$ cat src/rtl/ahb_apb_bridge_pkg.sv
// Shared types and constants for the AHB-to-APB bridge and its APB register completer.
//   APB_PDATA_SIZE  : APB data/address width
//   APB_ID_VALUE    : identification word returned by completer register 0
//   apb_cmp_state_e : completer FSM states
//   apb_strb_merge  : byte-lane write merge (strb[b]=1 takes wdata byte b)
package ahb_apb_bridge_pkg;

  localparam int APB_PDATA_SIZE = 32;
  localparam int APB_STRB_SIZE  = APB_PDATA_SIZE / 8;

  localparam logic [APB_PDATA_SIZE-1:0] APB_ID_VALUE = 32'hA2B0_0001;

  typedef enum logic {
    IDLE   = 1'b0,
    ACCESS = 1'b1
  } apb_cmp_state_e;

  function automatic logic [APB_PDATA_SIZE-1:0] apb_strb_merge(
    input logic [APB_PDATA_SIZE-1:0] old_val,
    input logic [APB_PDATA_SIZE-1:0] wdata,
    input logic [APB_STRB_SIZE-1:0]  strb
  );
    logic [APB_PDATA_SIZE-1:0] m;
    m = old_val;
    for (int b = 0; b < APB_STRB_SIZE; b++)
      if (strb[b]) m[b*8 +: 8] = wdata[b*8 +: 8];
    return m;
  endfunction

endpackage

$ cat src/rtl/apb_reg_bank.sv
// Register storage for the APB completer.
//   i_clk / i_rst_n : clock, synchronous active-low reset (clears registers 1..N-1)
//   i_we            : commit strobe; i_widx / i_wdata / i_wstrb select target and byte lanes
//   i_ridx          : read index; o_rdata is the combinational read mux (0 if out of range)
//   o_regs          : flattened contents, register i at [i*PDATA_SIZE +: PDATA_SIZE]
// Register 0 is the constant ID word and has no storage.
module apb_reg_bank
  import ahb_apb_bridge_pkg::*;
#(
  parameter int                    PDATA_SIZE = APB_PDATA_SIZE,
  parameter int                    NUM_REGS   = 8,
  parameter logic [PDATA_SIZE-1:0] ID_VALUE   = APB_ID_VALUE
)(
  input  logic                           i_clk,
  input  logic                           i_rst_n,
  input  logic                           i_we,
  input  logic [$clog2(NUM_REGS)-1:0]    i_widx,
  input  logic [PDATA_SIZE-1:0]          i_wdata,
  input  logic [PDATA_SIZE/8-1:0]        i_wstrb,
  input  logic [$clog2(NUM_REGS)-1:0]    i_ridx,
  output logic [PDATA_SIZE-1:0]          o_rdata,
  output logic [NUM_REGS*PDATA_SIZE-1:0] o_regs
);

  localparam int IW = $clog2(NUM_REGS);

  assign o_regs[0 +: PDATA_SIZE] = ID_VALUE;

  for (genvar i = 1; i < NUM_REGS; i++) begin : g_reg
    logic [PDATA_SIZE-1:0] r_q;
    always_ff @(posedge i_clk) begin
      if (!i_rst_n)
        r_q <= '0;
      else if (i_we && (i_widx == IW'(i)))
        r_q <= apb_strb_merge(r_q, i_wdata, i_wstrb);
    end
    assign o_regs[i*PDATA_SIZE +: PDATA_SIZE] = r_q;
  end

  // Indices past NUM_REGS (non power-of-two banks) read as zero.
  always_comb begin
    o_rdata = '0;
    for (int i = 0; i < NUM_REGS; i++)
      if (i_ridx == IW'(i)) o_rdata = o_regs[i*PDATA_SIZE +: PDATA_SIZE];
  end

endmodule

$ cat src/rtl/apb_reg_completer.sv
// APB completer answering the bridge's APB port with a small register bank.
//   PCLK, PRESETn             : clock, synchronous active-low reset
//   PSEL/PENABLE/PWRITE/PPROT : APB control (only PPROT[0] is used)
//   PADDR/PWDATA/PSTRB        : address, write data, write byte lanes
//   PRDATA/PREADY/PSLVERR     : registered response, valid for one cycle
//   regs_o                    : flattened register contents
// WAIT_CYCLES wait states are inserted in every access phase. Address, direction
// and error are captured at the setup edge; writes commit on the completion edge.
module apb_reg_completer
  import ahb_apb_bridge_pkg::*;
#(
  parameter int                    PDATA_SIZE  = APB_PDATA_SIZE,
  parameter int                    NUM_REGS    = 8,
  parameter int                    WAIT_CYCLES = 0,
  parameter logic [PDATA_SIZE-1:0] ID_VALUE    = APB_ID_VALUE
)(
  input  logic                           PCLK,
  input  logic                           PRESETn,
  input  logic                           PSEL,
  input  logic                           PENABLE,
  input  logic                           PWRITE,
  input  logic [2:0]                     PPROT,
  input  logic [PDATA_SIZE/8-1:0]        PSTRB,
  input  logic [PDATA_SIZE-1:0]          PADDR,
  input  logic [PDATA_SIZE-1:0]          PWDATA,
  output logic [PDATA_SIZE-1:0]          PRDATA,
  output logic                           PREADY,
  output logic                           PSLVERR,
  output logic [NUM_REGS*PDATA_SIZE-1:0] regs_o
);

  localparam int IW = $clog2(NUM_REGS);

  apb_cmp_state_e        r_state;
  logic [3:0]            r_cnt;
  logic [IW-1:0]         r_idx;
  logic                  r_err;
  logic                  r_write;
  logic [PDATA_SIZE-1:0] r_rdq;
  logic [PDATA_SIZE-1:0] r_prdata;
  logic                  r_pready;
  logic                  r_pslverr;

  logic [IW-1:0]         w_idx;
  logic                  w_oob;
  logic                  w_err;
  logic [PDATA_SIZE-1:0] w_bank_rdata;
  logic [PDATA_SIZE-1:0] w_rd;
  logic                  w_setup;
  logic                  w_complete;
  logic                  w_commit;
  logic                  w_unused;

  assign w_unused = &{1'b0, PPROT[2:1]};

  // Decode of the live bus; only meaningful on the setup edge.
  assign w_idx   = PADDR[IW+1:2];
  assign w_oob   = (PADDR >> 2) >= PDATA_SIZE'(NUM_REGS);
  assign w_err   = (PADDR[1:0] != 2'b00) | w_oob |
                   (PWRITE & ((w_idx == '0) | ~PPROT[0]));
  // Writes and errored reads return zero, so the captured word is the final PRDATA.
  assign w_rd    = (PWRITE | w_err) ? '0 : w_bank_rdata;
  assign w_setup = PSEL & ~PENABLE;

  assign w_complete = (r_state == ACCESS) & PSEL & PENABLE & r_pready;
  assign w_commit   = w_complete & r_write & ~r_err;

  always_ff @(posedge PCLK) begin
    if (!PRESETn) begin
      r_state   <= IDLE;
      r_cnt     <= '0;
      r_idx     <= '0;
      r_err     <= 1'b0;
      r_write   <= 1'b0;
      r_rdq     <= '0;
      r_prdata  <= '0;
      r_pready  <= 1'b0;
      r_pslverr <= 1'b0;
    end else begin
      case (r_state)
        IDLE: begin
          // PENABLE without a preceding setup falls through here untouched.
          if (w_setup) begin
            r_state <= ACCESS;
            r_idx   <= w_idx;
            r_err   <= w_err;
            r_write <= PWRITE;
            r_rdq   <= w_rd;
            r_cnt   <= 4'(WAIT_CYCLES);
            if (WAIT_CYCLES == 0) begin
              r_pready  <= 1'b1;
              r_pslverr <= w_err;
              r_prdata  <= w_rd;
            end
          end
        end
        ACCESS: begin
          if (!PSEL || w_complete) begin
            // Abort or completion: response lasts exactly one cycle.
            r_state   <= IDLE;
            r_cnt     <= '0;
            r_pready  <= 1'b0;
            r_pslverr <= 1'b0;
            r_prdata  <= '0;
          end else if (r_cnt != '0) begin
            // Counter at 1 means the coming cycle is the last access cycle.
            r_cnt <= r_cnt - 4'd1;
            if (r_cnt == 4'd1) begin
              r_pready  <= 1'b1;
              r_pslverr <= r_err;
              r_prdata  <= r_rdq;
            end
          end
        end
        default: r_state <= IDLE;
      endcase
    end
  end

  assign PRDATA  = r_prdata;
  assign PREADY  = r_pready;
  assign PSLVERR = r_pslverr;

  apb_reg_bank #(
    .PDATA_SIZE (PDATA_SIZE),
    .NUM_REGS   (NUM_REGS),
    .ID_VALUE   (ID_VALUE)
  ) u_bank (
    .i_clk   (PCLK),
    .i_rst_n (PRESETn),
    .i_we    (w_commit),
    .i_widx  (r_idx),
    .i_wdata (PWDATA),
    .i_wstrb (PSTRB),
    .i_ridx  (w_idx),
    .o_rdata (w_bank_rdata),
    .o_regs  (regs_o)
  );

endmodule

$ cat config.mk
export PLATFORM = sky130hd
export DESIGN_NAME = apb_reg_completer
export DESIGN_NICKNAME = d
export VERILOG_FILES = /design/src/rtl/ahb_apb_bridge_pkg.sv /design/src/rtl/apb_reg_bank.sv /design/src/rtl/apb_reg_completer.sv
export SDC_FILE = /design/constraint.sdc
export NUM_CORES = 1
export LEC_CHECK = 0
export ABC_AREA = 1
export CORE_MARGIN = 2
export CORE_UTILIZATION = 40
export DETAILED_ROUTE_END_ITERATION = 16
export PLACE_DENSITY = 0.69
export SLEW_MARGIN = 40
export SYNTH_ARGS = -nofsm -noshare
export SYNTH_HDL_FRONTEND = slang
export SYNTH_SLANG_ARGS = --single-unit
$ cat constraint.sdc
create_clock -name PCLK -period 3.2 [get_ports PCLK]
set_input_delay 0.64 -clock PCLK [delete_from_list [all_inputs] [get_ports PCLK]]
set_output_delay 0.64 -clock PCLK [all_outputs]
set_load 0.01 [all_outputs]
==> results.md <==
- Status: finished, final reports clean
- Syn Inst Count: 1,787
- Critical Path Source Type: input port
- GRT Overall Usage: 0.2682
- GRT overflow: 0
- I/O Pins: 366
- Hold buffer count at cts: 0
- VDD IR max: 331.8 µV
- Pre-antenna DRT Iters: 5
- Post-route minimum period: 2.620 ns
- Post-Synthesis Cell Area: 0.01293 mm²
- WL met3: 4567 µm
- Reg-to-reg setup timing slack: 1.02 ns
- Setup repair bufs after CTS: 0
- Crit path required time: 3.64 ns
- Syn Area/Cell: 7.238 µm²
- Yosys warnings: 0
- Core ar.: 0.03172 mm²
- Row count: 65
- Clk buf depth: 3
- Sequential fraction of the synthesis area: 0.4644
- Worst Path Buf+Inv: 3
- Uppermost layer routed: met5
- R2R cell count: 8
- Hold Startpoint: u_bank.g_reg[2].r_q[22]$_SDFFE_PN0P_
- Leak pwr: 7.054 nW
- Min-delay worst type: flip-flop to flip-flop
- CTS-repair resized insts: 0
- Pins Over Slew Limit: 0
- Post-synthesis simple-gate area fraction: 0.2014
- Total clock sinks: 300
- Antenna violations before repair: 3
- Number of global-route vias before repair: 12,407
- Crit-path max FO: 22
- Routed wl met2: 20,660 µm
- H-tree levels: 1
- Slew @ Worst Pin: 0.7721 ns
- Commonest non-fill, non-tap cells in the layout: 330 x clkdlybuf4s50_1, 306 x a21oi_1, 300 x dfxtp_1, 274 x nand2_1, 246 x o21ai_0
- Most common cell after layout, fill and taps aside: clkdlybuf4s50_1
- Routed WL: 47,040 µm
- Max-Cap Viols: 0
- Capture point of the worst reg-to-reg path: u_bank.g_reg[3].r_q[31]$_SDFFE_PN0P_
- Wirelength per Cell: 18.63 µm
- Cell Pwr Density: 478.2 mW/mm²
- Clock latency at the later pin of the worst-skew pair: 0.56 ns
- Slew HR: 0.4821
- RePlAce Congestion: 0.9220
- Drc violations: 0
- Largest net degree at the start of global routing: 118
- Worst reg2reg path startpoint: r_state$_SDFF_PN0_
- Setup-failing EPs final: 0
- Yosys reg bits: 300
- TritonCTS clock tree: done
- Hold path endpoint: u_bank.g_reg[2].r_q[22]$_SDFFE_PN0P_
- IO Port Bufs: 331
- Hold-critical path depth: 2
- Metal1 wirelength: 20,200 µm
- Crit. End Element: flip-flop
- First-pass GRT wire length: 71,130 µm
- Vert. Die Dim: 183.8 µm
- Xor/xnor cell area share of the yosys netlist: 0
- Fraction of layout cells with a size suffix above 1: 0.06550
- Netlist cell types: 30
- Max Clk Rate: 381.7 MHz
- Setup TNS: 0 ns
- Post-detail-place hpwl: 34,050 µm
- RSZ-0062 raised after global routing: false
- Clock slew at reported path FFs: 0.06 ns
- Total Nets Final: 2,178
- WP data arrival: 3.06 ns
- Clock skew: 0.01117 ns
- Vias: 13,392
- Post-synthesis compound-gate area fraction: 0.2422
- Die X: 183.8 µm
- Final Power: 8.468 mW
- Total CTS buffers: 31
- Die ar.: 0.03379 mm²
- Largest family of logic cells by synthesized area: compound AO/OA/AOI/OAI gates
- Layout area overhead: 36.94%
- Initial cell density of the core: 0.4078
- Clock root buffer master: clkbuf_16
- Fin crit share: 0.8187
- Delay-heaviest family, CP: buffers and inverters
- Critical Path Slowest Stage Cell: clkinv_1
- ANT nets after route: 0
- Worst setup path class: input port to flip-flop
- Hold Fails Final Rpt: 0
- Mux contribution to synthesized area: 0
- Synth Area in Adders: 0.002902
- Max stage delay on crit path: 0.62 ns
- CP cell instances: clkdlybuf4s50_1 -> clkinv_1 -> nor2_2 -> clkinv_1 -> or2_2 -> nand2_1 -> nor2_1 -> nand2_1 -> a21oi_1
- Initial DRC count: 1,213
- Vias per cell: 5.304
## through the flow
| stage | worst slack (ns) | utilization | hold WS [ns] | instance area, µm² | instances |
|---|---|---|---|---|---|
| after CTS | 0.8311 | 0.5583 | 0.4747 | 17710 | 2524 |
| after global routing | 0.4395 | 0.5584 | 0.5074 | 17710 | 2525 |
| after floorplan | 1.343 | - | 0.4548 | 13050 | 1817 |
| after global placement | 0.3848 | 0.5237 | 0.4585 | 16610 | 2468 |
| after detailed placement | 0.3236 | 0.5237 | 0.4651 | 16610 | 2468 |
| final | 0.5800 | 0.5584 | 0.4729 | 17710 | 2525 |
## cells by family (layout without fill, tap and decap cells)
logic type      count (synthesis)  count (layout)
compound gates                601             601
fa+ha+maj                       3               3
buf+inv                       256             561
flops                         300             300
other cells                     2              33
simple gates                  625             625
## cell usage after synthesis
| cell | n | share of area |
|---|---|---|
| inv_2 | 3 | 0.00087 |
| o221ai_1 | 5 | 0.0034 |
| ha_1 | 3 | 0.0029 |
| nand4_1 | 28 | 0.014 |
| nor2_4 | 5 | 0.0044 |
| o21ai_0 | 246 | 0.095 |
| o22ai_1 | 7 | 0.0034 |
| clkinv_1 | 2 | 0.00058 |
| a211oi_1 | 31 | 0.018 |
| nor2_2 | 12 | 0.0058 |
| nor3_1 | 2 | 0.00077 |
| a21boi_0 | 1 | 0.00058 |
| clkbuf_1 | 62 | 0.018 |
| conb_1 | 2 | 0.00058 |
| buf_4 | 39 | 0.023 |
| nand3_4 | 1 | 0.0014 |
| o31ai_1 | 2 | 0.0012 |
| dfxtp_1 | 300 | 0.46 |
| inv_1 | 117 | 0.034 |
| buf_1 | 3 | 0.00087 |
| nand2_1 | 274 | 0.080 |
| nor2_1 | 230 | 0.067 |
| o211ai_1 | 2 | 0.0012 |
| nand3_1 | 65 | 0.025 |
| a211oi_2 | 1 | 0.00097 |
| nand2_2 | 2 | 0.00097 |
| a21oi_1 | 306 | 0.12 |
| buf_2 | 30 | 0.012 |
| nand3_2 | 1 | 0.00077 |
| or2_2 | 5 | 0.0024 |
## sequential cells by signal, indices dropped and copies added (netlist names)
register and flops:
r_write 1, r_cnt 4, r_err 1, PREADY 1, r_rdq 32, PRDATA 32
u_bank.g.r_q 224, r_idx 3, PSLVERR 1, r_state 1
## cell type report
class / instances / area, µm²
fill: 2961 / 14010
sequential: 300 / 6006
multi-input combinational: 1261 / 5913
timing repair buffer: 383 / 3730
clock buffer: 47 / 945.9
tap: 402 / 503.0
inverter: 122 / 457.9
clock inverter: 9 / 152.6
antenna: 1 / 2.502
## tightest hold or removal path: cells and delay by family, from the launching register on
family	cells	cell delay (ns)
buf+inv	1	0.06
flops	1	0.31
compound gates	1	0.05
## power breakdown
group,internal (mW),leakage (nW),switching (mW)
registers,3.81,2.43,0.0408
clock network,2.35,0.532,1.52
logic,0.280,4.09,0.475
## worst max path at each step
stage / from / to / slack [ns] / cells after the start
final: PADDR[4] / PRDATA[31]$_SDFFE_PN0P_ / 0.58 / 9
after global routing: PADDR[4] / PRDATA[31]$_SDFFE_PN0P_ / 0.44 / 9
after CTS: PENABLE / u_bank.g_reg[3].r_q[31]$_SDFFE_PN0P_ / 0.83 / 9
after detailed placement: PADDR[2] / PRDATA[6]$_SDFFE_PN0P_ / 0.32 / 9
after global placement: PADDR[2] / PRDATA[4]$_SDFFE_PN0P_ / 0.38 / 9
after floorplan: PENABLE / u_bank.g_reg[6].r_q[13]$_SDFFE_PN0P_ / 1.34 / 9
## routing by layer
layer	track usage	vias to the layer above
met5	0	-
met4	0.08864	2
met3	0.07231	89
met2	0.4245	606
met1	0.3543	6128
li1	-	6567
Power figures use the tool's default switching activity.
